## src/rtl/pipe_pkg.sv

```systemverilog
// Shared decode/execute pipeline types: operand-usage select, stage FSM
// states and the ID/EX register payload with its bubble value.
package pipe_pkg;

    localparam int DATA_W_P = 32;
    localparam int REG_AW_P = 4;

    typedef enum logic [1:0] {
        EXT_NONE = 2'b00,
        EXT_R2   = 2'b11,
        EXT_R2R3 = 2'b10
    } ext_sel_t;

    typedef enum logic {
        RUN   = 1'b0,
        STALL = 1'b1
    } stage_state_t;

    typedef struct packed {
        logic                valid;
        logic [DATA_W_P-1:0] r2_data;
        logic [DATA_W_P-1:0] r3_data;
        logic [REG_AW_P-1:0] r2_addr;
        logic [REG_AW_P-1:0] r3_addr;
        logic [REG_AW_P-1:0] dest;
        ext_sel_t            extnd_sel;
        logic                vf;
        logic                wr_en;
        logic                mem_read;
    } id_ex_t;

    localparam id_ex_t BUBBLE = '0;

    function automatic logic r2_used(input logic [1:0] sel);
        return sel[1];
    endfunction

    function automatic logic r3_used(input logic [1:0] sel);
        return sel == 2'b10;
    endfunction

endpackage

```

## src/rtl/load_use_detect.sv

```systemverilog
// Load-use hazard check: a load in execute whose destination feeds a used,
// non-zero source register of the instruction in decode.
module load_use_detect
    import pipe_pkg::*;
#(
    parameter int REG_AW = REG_AW_P
) (
    input  logic              valid_d,
    input  logic [REG_AW-1:0] r2_addr_d,
    input  logic [REG_AW-1:0] r3_addr_d,
    input  logic [1:0]        extnd_sel_d,
    input  logic              valid_e,
    input  logic              mem_read_e,
    input  logic [REG_AW-1:0] dest_e,
    output logic              haz
);

    logic r2_hit;
    logic r3_hit;

    always_comb begin
        r2_hit = r2_used(extnd_sel_d) && (r2_addr_d != '0) && (r2_addr_d == dest_e);
        r3_hit = r3_used(extnd_sel_d) && (r3_addr_d != '0) && (r3_addr_d == dest_e);
        haz    = valid_d && valid_e && mem_read_e && (r2_hit || r3_hit);
    end

endmodule

```

## src/rtl/id_ex_hazard_stage.sv

```systemverilog
// Decode->execute pipeline register with load-use bubble insertion,
// branch flush and execute-hold freeze.
module id_ex_hazard_stage
    import pipe_pkg::*;
#(
    parameter int DATA_W       = DATA_W_P,
    parameter int REG_AW       = REG_AW_P,
    parameter int LOAD_BUBBLES = 1
) (
    input  logic              clk,
    input  logic              rst,
    input  logic              valid_d,
    input  logic [DATA_W-1:0] r2_data_d,
    input  logic [DATA_W-1:0] r3_data_d,
    input  logic [REG_AW-1:0] r2_addr_d,
    input  logic [REG_AW-1:0] r3_addr_d,
    input  logic [REG_AW-1:0] dest_d,
    input  logic [1:0]        extnd_sel_d,
    input  logic              vf_d,
    input  logic              wr_en_d,
    input  logic              mem_read_d,
    input  logic              flush,
    input  logic              ex_hold,
    output logic              valid_e,
    output logic [DATA_W-1:0] r2_data_e,
    output logic [DATA_W-1:0] r3_data_e,
    output logic [REG_AW-1:0] r2_addr_e,
    output logic [REG_AW-1:0] r3_addr_e,
    output logic [REG_AW-1:0] dest_e,
    output logic [1:0]        extnd_sel_e,
    output logic              vf_e,
    output logic              wr_en_e,
    output logic              mem_read_e,
    output logic              stall_fd
);

    localparam logic [1:0] CNT_INIT = 2'(LOAD_BUBBLES - 1);

    id_ex_t       ex_q, ex_d, dec;
    stage_state_t state_q, state_d;
    logic [1:0]   cnt_q, cnt_d;
    logic         haz;
    logic         stall_raw;

    load_use_detect #(.REG_AW(REG_AW)) u_detect (
        .valid_d     (valid_d),
        .r2_addr_d   (r2_addr_d),
        .r3_addr_d   (r3_addr_d),
        .extnd_sel_d (extnd_sel_d),
        .valid_e     (ex_q.valid),
        .mem_read_e  (ex_q.mem_read),
        .dest_e      (ex_q.dest),
        .haz         (haz)
    );

    always_comb begin
        dec.valid     = valid_d;
        dec.r2_data   = r2_data_d;
        dec.r3_data   = r3_data_d;
        dec.r2_addr   = r2_addr_d;
        dec.r3_addr   = r3_addr_d;
        dec.dest      = dest_d;
        dec.extnd_sel = ext_sel_t'(extnd_sel_d);
        dec.vf        = vf_d;
        dec.wr_en     = wr_en_d;
        dec.mem_read  = mem_read_d;
    end

    // Priority: flush > ex_hold > pending bubbles / new hazard > normal load.
    always_comb begin
        ex_d      = ex_q;
        state_d   = state_q;
        cnt_d     = cnt_q;
        stall_raw = 1'b0;
        if (flush) begin
            ex_d    = BUBBLE;
            state_d = RUN;
            cnt_d   = '0;
        end else if (ex_hold) begin
            stall_raw = 1'b1;
        end else if (state_q == STALL) begin
            ex_d      = BUBBLE;
            stall_raw = 1'b1;
            cnt_d     = cnt_q - 2'd1;
            if (cnt_q == 2'd1) state_d = RUN;
        end else if (haz) begin
            ex_d      = BUBBLE;
            stall_raw = 1'b1;
            cnt_d     = CNT_INIT;
            state_d   = (CNT_INIT != 2'd0) ? STALL : RUN;
        end else begin
            ex_d = dec;
        end
    end

    assign stall_fd = stall_raw & ~rst;

    always_ff @(posedge clk or posedge rst) begin
        if (rst) begin
            ex_q    <= BUBBLE;
            state_q <= RUN;
            cnt_q   <= '0;
        end else begin
            ex_q    <= ex_d;
            state_q <= state_d;
            cnt_q   <= cnt_d;
        end
    end

    assign valid_e     = ex_q.valid;
    assign r2_data_e   = ex_q.r2_data;
    assign r3_data_e   = ex_q.r3_data;
    assign r2_addr_e   = ex_q.r2_addr;
    assign r3_addr_e   = ex_q.r3_addr;
    assign dest_e      = ex_q.dest;
    assign extnd_sel_e = ex_q.extnd_sel;
    assign vf_e        = ex_q.vf;
    assign wr_en_e     = ex_q.wr_en;
    assign mem_read_e  = ex_q.mem_read;

endmodule
```

## config.mk

```make
export PLATFORM = sky130hd
export DESIGN_NAME = id_ex_hazard_stage
export DESIGN_NICKNAME = d
export VERILOG_FILES = /design/src/rtl/pipe_pkg.sv /design/src/rtl/load_use_detect.sv /design/src/rtl/id_ex_hazard_stage.sv
export SDC_FILE = /design/constraint.sdc
export NUM_CORES = 1
export LEC_CHECK = 0
export CAP_MARGIN = 20
export CORE_UTILIZATION = 45
export CTS_CLUSTER_DIAMETER = 50
export DETAILED_ROUTE_END_ITERATION = 10
export PLACE_DENSITY_LB_ADDON = 0.1
export SLEW_MARGIN = 20
export SYNTH_ARGS = -nofsm -noshare
export SYNTH_HDL_FRONTEND = slang
export SYNTH_SLANG_ARGS = --single-unit
export TNS_END_PERCENT = 100
```

## constraint.sdc

```tcl
create_clock -name clk -period 5.38 [get_ports clk]
set_input_delay 0.538 -clock clk [delete_from_list [all_inputs] [get_ports clk]]
set_output_delay 0.538 -clock clk [all_outputs]
set_load 0.03 [all_outputs]
```

==> flow_results.org <==
** Route
- Number of antenna-violating nets in the routed design :: 0
- Before antenna repair, the detailed router went through 5 iterations.
- Detailed Route WL :: 11.2 mm
- Routed wire length per instance :: 17.3 um
- Post-route DRC violation count :: 0
- The detailed router placed 3689 vias in this run.
- Number of DRC violations after detailed-routing iteration 0 :: 125
- Number of vias per cell after detailed routing :: 5.68

** STA
- Final critical path time including I/O delays and setup :: 3.19 ns
- Final Max Slew Viols :: 0
- Slew at the pin closest to its max-slew limit :: 0.980 ns
- Timing would allow up to 314 MHz.
- Post-route setup TNS :: 0 ns
- Setup violation total in the final timing report :: 0
- On the final layout, the worst clock skew is 0.0136 ns.
- Setup repair after global routing left no endpoint under its margin.
- Post-route fraction of the period consumed by the critical path :: 0.593
- The final number of hold-violating endpoints is 0.
- Relative slew slack :: 0.345

** Setup path
- Endpoint required time on the critical path :: 4.84 ns
- Data on the critical path arrives at its endpoint at 2.65 ns.
- Crit Path Max Fanout :: 3
- CP endpoint kind :: output pin
- The critical path in this run is classified as in2out.
- STA classifies the critical path startpoint as a primary input.

** Layout
- Fill cell count :: 740
- In the final design database the tool counted 602 nets.
- Number of antenna diodes :: 0
- Of the cells placed in the final design, the portion with a size suffix greater than 1 is 0.119.
- The library cells used most frequently in the layout, excluding fill and tap cells, are clkdlybuf4s50_1, dfrtp_1, nand2_1, nand3_1.
- Measured on the finished design, the core utilization comes to 0.668.
- The library cell used most frequently in the layout, excluding fill and tap cells, is clkdlybuf4s50_1.
- Area growth from synthesis to final layout :: 43.7%

** Pwr
- Summed over all cells, the static leakage comes to 2.55 nW.
- For this design the ratio of total power to cell area is 242 nW/um^2.
- Across the VDD grid, the largest voltage drop is 135 uV.

** Logic synthesis
- A synthesized cell averages 11.3 um^2.
- Top FF cell, synth :: dfrtp_1
- Proportion of synthesized chip area in sequential cells :: 0.495
- Count of flip-flops with a built-in enable after synthesis :: 0
- Gate Count Post-Synth :: 380
- Post-synth cell types :: 31
- Number of flip-flops and latches in the synthesized netlist :: 85
- Synthesis warning total :: 0
- Counting flops with an async set or reset pin after synthesis yields a share of 1.00.
- Synthesized Nets :: 467
- Post-synth design cell area :: 4290 um^2

** CTS
- Total number of clock tree sinks :: 85
- The H-tree was split into 3 levels.
- After clock tree synthesis, the clock-pin slew on the worst setup and hold paths is 0.08 ns.
- Maximum buffer depth of the clock tree :: 2
- Buffers inserted by post-CTS timing repair :: 0
- Number of buffers created by CTS :: 9
- Skew-Pair Late Insertion Delay :: 0.35 ns
- Number of buffers added to fix hold violations after cts :: 0
- TritonCTS built the clock tree.
- Clock tree synthesis selected as its root buffer the cell clkbuf_8.
- Post-CTS repair changed the size of 0 cells.

** Global routing
- The first global-routing pass estimated 18.1 mm of wire.
- For met1 alone, demand over resource in global routing was 0.318.
- The via count of the first global-routing pass is 3579.
- Initial antenna violation count :: 0
- Busiest grt layer :: met2
- In the global route stage, met2 resource usage came out at 0.355.
- For this run, the total global-route usage over all layers was measured as 0.232.
- Pin count of the biggest net entering global routing :: 92
- In the global route stage, met3 resource usage came out at 0.0661.
- Total overflow reported by the global router :: 0

** Worst hold path
- Hold crit path type :: reg2reg

** Die
- In this run the standard cell core region covers 9240 um^2.
- 169 I/O pins were placed.
- The initial utilization of the core area, before any placement, comes to 0.465.
- Die span in x :: 99.7 um
- In this run the core area contains 35 standard-cell rows.
- The die is 99.7 um tall.
- The die covers 9930 um^2.

** Flow run
- Max-cap violations in this run came to 0.

** Place
- IO Port Bufs :: 168
- At the end of routability-driven placement, the weighted congestion stood at 0.745.
- After legalization and detailed placement, the total HPWL measured 7.04 mm.

** Outcome
- The flow ran to the end, and the final reports show no timing, DRC or antenna violations.
routing by layer:
layer	part of all wire	up-vias
met1	0.43	1825
met5	0	-
met2	0.49	122
met4	0.011	0
li1	-	1730
met3	0.068	12
power by group:
part / internal (mW) / total, mW / switching (mW)
Combinational: 0.156 / 0.327 / 0.171
Clock: 0.243 / 0.473 / 0.230
Sequential: 0.673 / 0.694 / 0.0218
Total: 1.07 / 1.49 / 0.423
registers in the layout, indices dropped and copies added, names as in the netlist:
| register | count |
|---|---|
| cnt_q | 2 |
| r3_addr_e | 4 |
| r3_data_e | 32 |
| r2_data_e | 32 |
| dest_e | 4 |
| wr_en_e | 1 |
| valid_e | 1 |
| r2_addr_e | 4 |
| vf_e | 1 |
| extnd_sel_e | 2 |
| mem_read_e | 1 |
| state_q | 1 |
synth_stat cells (all sizes together), types with 2 or more instances:
| cell type | number | area (um^2) |
|---|---|---|
| o41ai | 46 | 628 |
| dfrtp | 85 | 2130 |
| nand3 | 44 | 220 |
| xor2 | 5 | 43.8 |
| nor3 | 3 | 15.0 |
| nor2 | 2 | 7.51 |
| xnor2 | 2 | 17.5 |
| nor3b | 38 | 285 |
| buf | 12 | 106 |
| inv | 4 | 15.0 |
| and4 | 2 | 17.5 |
| a32o | 38 | 380 |
| nand2 | 46 | 173 |
| clkbuf | 39 | 146 |
metrics by stage:
stage / hold slack [ns] / std cells / power, mW / area, um^2 / setup slack [ns]
finish: 0.494 / 649 / 1.49 / 6170 / 2.19
global route: 0.508 / 649 / 1.57 / 6170 / 2.11
CTS: 0.500 / 648 / 1.51 / 6160 / 2.18
detailed placement: 0.475 / 632 / 1.04 / 5950 / 2.21
global placement: 0.472 / 632 / 1.03 / 5950 / 2.23
floorplan: 0.463 / 380 / 0.878 / 4290 / 1.94
cells by family after synthesis:
family,after synthesis,share of synthesized area
and+or+nand+nor,142,0.180
AOI/OAI and AO/OA,90,0.245
DFF,85,0.495
buffers and inverters,55,0.0624
xor gates and xnor gates,7,0.0143
adders and majority gates,1,0.00291
worst paths after layout:
| check | from | endpoint | slack, ns | cells after the start |
|---|---|---|---|---|
| setup / recovery | r3_addr_d[3] | stall_fd | 2.19 | 6 |
| hold / removal | r3_data_e[28] | r3_data_e[28] | 0.49 | 1 |
| setup reg to reg | dest_e[3] | r2_data_e[2] | 2.89 | 4 |
| hold reg to reg | r3_data_e[28] | r3_data_e[28] | 0.49 | 1 |
| max in group asynchronous | rst | r2_addr_e[3] | 3.73 | 3 |
| min in group asynchronous | rst | r3_data_e[7] | 0.58 | 2 |
cell type report:
class	count	area, um^2	share of cell area
flip-flops and latches	85	2130	0.345
inverters	4	16.3	0.00264
well taps	129	161	0.0262
repair buffers	175	1730	0.281
clock buffers	12	155	0.0251
multi-input cells	240	1920	0.311
clock inverters	4	55.1	0.00892
critical path: stages:
cell	delay [ns]
clkdlybuf4s50_1	0.47
xor2_1	0.17
nor3_1	0.34
and4_2	0.29
o311a_1	0.15
clkdlybuf4s50_1	0.69
Power figures use the tool's default switching activity.
